--- config.mk ---
export PLATFORM = sky130hd
export DESIGN_NAME = l1_mem_arbiter
export DESIGN_NICKNAME = d
export VERILOG_FILES = /design/src/rtl/lc3b_types.sv /design/src/rtl/line_req_reg.sv /design/src/rtl/l1_mem_arbiter.sv
export SDC_FILE = /design/constraint.sdc
export NUM_CORES = 1
export LEC_CHECK = 0
export CORE_AREA = 10 10 265 267
export DETAILED_ROUTE_END_ITERATION = 6
export DIE_AREA = 0 0 275 277
export DONT_BUFFER_PORTS = 1
export SYNTH_ARGS = -nofsm -noshare
export SYNTH_HDL_FRONTEND = slang
export SYNTH_SLANG_ARGS = --single-unit
--- constraint.sdc ---
create_clock -name clk -period 4.9 [get_ports clk]
set_input_delay 0.735 -clock clk [delete_from_list [all_inputs] [get_ports clk]]
set_output_delay 0.735 -clock clk [all_outputs]
set_load 0.05 [all_outputs]
--- src/rtl/lc3b_types.sv ---
// Shared LC-3b types for the L1 memory hierarchy.
// Line/word widths, arbiter state encoding and line-align helper.
package lc3b_types;

  typedef logic [15:0]  lc3b_word;
  typedef logic [127:0] lc3b_L1_line;

  localparam int L1_OFFSET_BITS = 4;

  typedef enum logic [1:0] {
    IDLE,
    SERVE_I,
    SERVE_D
  } arb_state_t;

  function automatic lc3b_word line_align(lc3b_word a);
    lc3b_word mask;
    mask = '1 << L1_OFFSET_BITS;
    return a & mask;
  endfunction

endpackage

--- src/rtl/line_req_reg.sv ---
// Latched downstream request: line address, write data and type.
// Loaded on grant, cleared on completion so idle outputs read zero.
module line_req_reg
  import lc3b_types::*;
(
  input  logic         clk,
  input  logic         rst,
  input  logic         load_i,
  input  logic [15:0]  addr_i,
  input  logic [127:0] wdata_i,
  input  logic         write_i,
  output logic [15:0]  addr_o,
  output logic [127:0] wdata_o,
  output logic         write_o
);

  lc3b_word    addr_q;
  lc3b_L1_line wdata_q;
  logic        write_q;

  // Capture the request fields whenever the arbiter loads or clears
  always_ff @(posedge clk or posedge rst) begin
    if (rst) begin
      addr_q  <= '0;
      wdata_q <= '0;
      write_q <= 1'b0;
    end else if (load_i) begin
      addr_q  <= addr_i;
      wdata_q <= wdata_i;
      write_q <= write_i;
    end
  end

  assign addr_o  = addr_q;
  assign wdata_o = wdata_q;
  assign write_o = write_q;

endmodule

--- src/rtl/l1_mem_arbiter.sv ---
// Round-robin arbiter sharing one line port between icache and dcache.
// One transaction at a time; request held stable from latches until resp.
module l1_mem_arbiter
  import lc3b_types::*;
#(
  parameter bit DCACHE_FIRST = 1'b1
) (
  input  logic         clk,
  input  logic         rst,
  input  logic         i_read,
  input  logic [15:0]  i_address,
  output logic [127:0] i_rdata,
  output logic         i_resp,
  input  logic         d_read,
  input  logic         d_write,
  input  logic [15:0]  d_address,
  input  logic [127:0] d_wdata,
  output logic [127:0] d_rdata,
  output logic         d_resp,
  output logic         pmem_read,
  output logic         pmem_write,
  output logic [15:0]  pmem_address,
  output logic [127:0] pmem_wdata,
  input  logic [127:0] pmem_rdata,
  input  logic         pmem_resp
);

  arb_state_t  state_q, state_d;
  logic        last_d_q, last_d_d;
  logic        ld;
  lc3b_word    ld_addr;
  lc3b_L1_line ld_wdata;
  logic        ld_write;
  logic        wr_q;
  logic        d_req;
  logic        grant_d;

  line_req_reg u_req (
    .clk     (clk),
    .rst     (rst),
    .load_i  (ld),
    .addr_i  (ld_addr),
    .wdata_i (ld_wdata),
    .write_i (ld_write),
    .addr_o  (pmem_address),
    .wdata_o (pmem_wdata),
    .write_o (wr_q)
  );

  // State and round-robin history registers
  always_ff @(posedge clk or posedge rst) begin
    if (rst) begin
      state_q  <= IDLE;
      last_d_q <= !DCACHE_FIRST;
    end else begin
      state_q  <= state_d;
      last_d_q <= last_d_d;
    end
  end

  assign d_req   = d_read | d_write;
  assign grant_d = (i_read && d_req) ? !last_d_q : d_req;

  // Grant selection, downstream strobes and L1 responses
  always_comb begin
    state_d    = state_q;
    last_d_d   = last_d_q;
    ld         = 1'b0;
    ld_addr    = '0;
    ld_wdata   = '0;
    ld_write   = 1'b0;
    pmem_read  = 1'b0;
    pmem_write = 1'b0;
    i_resp     = 1'b0;
    d_resp     = 1'b0;
    unique case (state_q)
      IDLE: begin
        if (grant_d) begin
          state_d  = SERVE_D;
          last_d_d = 1'b1;
          ld       = 1'b1;
          ld_addr  = line_align(d_address);
          ld_write = d_write;
          ld_wdata = d_write ? d_wdata : '0;
        end else if (i_read) begin
          state_d  = SERVE_I;
          last_d_d = 1'b0;
          ld       = 1'b1;
          ld_addr  = line_align(i_address);
        end
      end
      SERVE_I: begin
        pmem_read = 1'b1;
        if (pmem_resp) begin
          i_resp  = 1'b1;
          state_d = IDLE;
          ld      = 1'b1;
        end
      end
      SERVE_D: begin
        pmem_read  = !wr_q;
        pmem_write = wr_q;
        if (pmem_resp) begin
          d_resp  = 1'b1;
          state_d = IDLE;
          ld      = 1'b1;
        end
      end
      default: state_d = IDLE;
    endcase
  end

  assign i_rdata = pmem_rdata;
  assign d_rdata = pmem_rdata;

endmodule

==> flow_summary.json <==
{
  "status": "completed",
  "crit_arrival_ns": 3.19,
  "drt-total-wl_um": 27000,
  "place.gp.congestion": 0.743,
  "grt_pass1_wl_um": 37500,
  "synth_cells": 797,
  "timing.fmax_mhz": 351,
  "regArea_um2": 3600,
  "port_buffers": 0,
  "r2r_end": "u_req.wdata_o[23]",
  "p_leak_nw": 4.13,
  "period_share_pct": 58.1,
  "synth_cell_type_count": 30,
  "r2r_start": "state_q[0]",
  "fin_tns_setup_ns": 0,
  "cts_inserted_buffers": 17,
  "post_cts_buffers": 0,
  "worst_ep_required_time_ns": 5.24,
  "clock_sinks": 144,
  "dieArea_um2": 76200,
  "yosysSeqAreaShare_pct": 40.2,
  "ir_worst_vdd_mv": 0.502,
  "intPower_mw": 3.48,
  "dr_total_vias": 4592,
  "clkPwrFrac_pct": 19.8,
  "drive_gt1_share_pct": 33.7,
  "synth_seq_cells": 144,
  "drc": 0,
  "clkTransAtPathRegs_ns": 0.09,
  "antenna_found_initial": 9,
  "grt.total_usage_pct": 6.82,
  "r2r_setup_slack_ns": 2.05,
  "synth-edff-count": 0,
  "dp.cells": 1360,
  "path_class": "reg -> reg",
  "place_area_um2": 7930,
  "cp_max_fo": 49,
  "grt_max_degree": 142,
  "cp-start-kind": "flop",
  "synth_area_um2": 8970,
  "pin_count": 698,
  "async_flop_share_pct": 100,
  "fillCellCount": 7315,
  "post_drt_wl_per_cell_um": 19.4,
  "ff2ff_path_depth": 7,
  "worst_slew_pin_slew_ns": 1.37,
  "multiInputGateArea_um2": 3100,
  "cts-resized-gates": 0,
  "fin_worst_skew_ns": 0.0222,
  "ant_nets": 0,
  "seqPwrFrac_pct": 51.3,
  "holdCritPathClass": "in -> async",
  "clk_latency_ns": 0.47,
  "fin_crit_ns": 2.85,
  "drv_slew": 0,
  "initial_utilization_pct": 13.8,
  "fp.dieW_um": 275,
  "dp_hpwl_um": 19200,
  "drtPass1Iterations": 4,
  "root_buffer": "clkbuf_16",
  "sw_frac_of_total_pct": 51.8,
  "drt_iter0_markers": 263,
  "row_count": 94,
  "synth_ff_type": "dfrtp_1",
  "syn_area_per_cell_um2": 11.3,
  "die_h_um": 277,
  "netSwitchingPower_mw": 3.74,
  "ctsHoldBuffers": 0,
  "maxCapViolCount": 0,
  "fin_cells": 1393,
  "cts_tree": "done",
  "setup_viol_count_final": 0,
  "fin_area_um2": 8550,
  "nets": 813,
  "vias_per_cell": 3.30,
  "clk_path_buf_depth": 2,
  "final_common_cell": "dfrtp_1",
  "syn_to_final_growth_pct": -4.71,
  "p_comb_share_pct": 28.9,
  "ys_warn_count": 0,
  "max_slew_margin_pct": 8.64,
  "core_area_um2": 65200,
  "h-tree-depth": 4,
  "cp-end-kind": "flop",
  "hold_viol": 0,
  "mostFrequentLayoutCells": "144 x dfrtp_1, 128 x and3_1, 80 x mux2_4, 50 x mux2_2, 17 x clkbuf_16",
  "grt_pass1_vias": 5100,
  "power_density_nw_per_um2": 845,
  "grt_overflow_total": 0,
  "power_mw": 7.22,
  "grt_setup_unrepaired": "no"
}
[power groups by stage]
stage | Clock, mW | Combinational (mW) | Sequential [mW]
after detailed placement | 0 | 2.11 | 3.76
after CTS | 1.52 | 2.11 | 3.73
final | 1.43 | 2.09 | 3.70
after global routing | 1.56 | 2.25 | 3.79
after floorplan | 0 | 2.38 | 3.55
after global placement | 0 | 2.03 | 3.74
[flip-flops by register name, summed over array words and instances, names as in the netlist]
register / count
u_req.wdata_o: 128
u_req.addr_o: 12
state_q: 2
last_d_q: 1
u_req.write_o: 1
[how the worst max path moves through the flow]
stage	startpoint	to	slack, ns	depth (start not counted)
2_1_floorplan	rst	last_d_q	0.30	1
3_5_place_dp	state_q[0]	u_req.wdata_o[125]	2.05	7
3_3_place_gp	state_q[0]	u_req.wdata_o[24]	2.14	7
4_1_cts	state_q[0]	pmem_read	1.99	3
5_1_grt	state_q[0]	u_req.wdata_o[117]	1.89	7
6_report	state_q[0]	u_req.wdata_o[23]	2.05	7
[cells in the mapped netlist (9+ instances only)]
cell type  instances  area share (%)
a211oi_1          12             1.0
a31oi_1           12            0.84
and3_1           128             8.9
buf_2             11            0.61
buf_4            260              22
buf_8              9             1.5
clkbuf_1          34             1.4
dfrtp_1          144              40
mux2_2            50             6.3
mux2_4            80              13
nand3_1           12            0.67
nand4_1           12            0.84
[per-stage QoR]
step	setup slack [ns]	utilization (%)	hold slack (ns)
4_1_cts	1.99	13.1	0.316
2_1_floorplan	0.299	-	0.503
6_report	2.05	13.1	0.258
3_5_place_dp	2.05	12.2	0.534
5_1_grt	1.89	13.1	0.304
3_3_place_gp	2.14	12.2	0.535
[cells by family (layout without fill, tap and decap cells)]
| logic type | count (synthesis) | in the layout | synth area share [%] |
|---|---|---|---|
| adders and majority gates | 4 | 4 | 0.558 |
| buffers and inverters | 319 | 47 | 25.6 |
| other | 1 | 5 | 0.0418 |
| and+or+nand+nor | 166 | 166 | 11.4 |
| muxes | 132 | 132 | 19.9 |
| DFF | 144 | 144 | 40.2 |
| AOI/OAI and AO/OA | 31 | 31 | 2.37 |
[worst max-delay path, cell delays in order, from the launching register on]
cell	delay, ns
dfrtp_1	0.41
inv_1	0.09
ha_1	0.33
and3b_1	0.17
buf_4	0.23
a21o_4	0.71
buf_12	0.34
mux2_2	0.37
[layout make-up]
cell class	count	share of cell area, %
Inverter	4	0.234
Multi-Input combinational cell	337	36.3
Clock inverter	14	2.11
Timing Repair Buffer	11	1.41
Sequential cell	144	42.2
Antenna cell	1	0.0293
Clock buffer	18	5.14
Tap cell	864	12.6
[metal layers]
metal	vias up	track usage [%]	wire (um)
met4	8	5.23	1650
met1	2198	6.35	8940
met2	380	10.0	11700
met5	-	0	42
li1	1890	-	-
met3	116	5.16	4600
(Power assumes the default switching activity.)
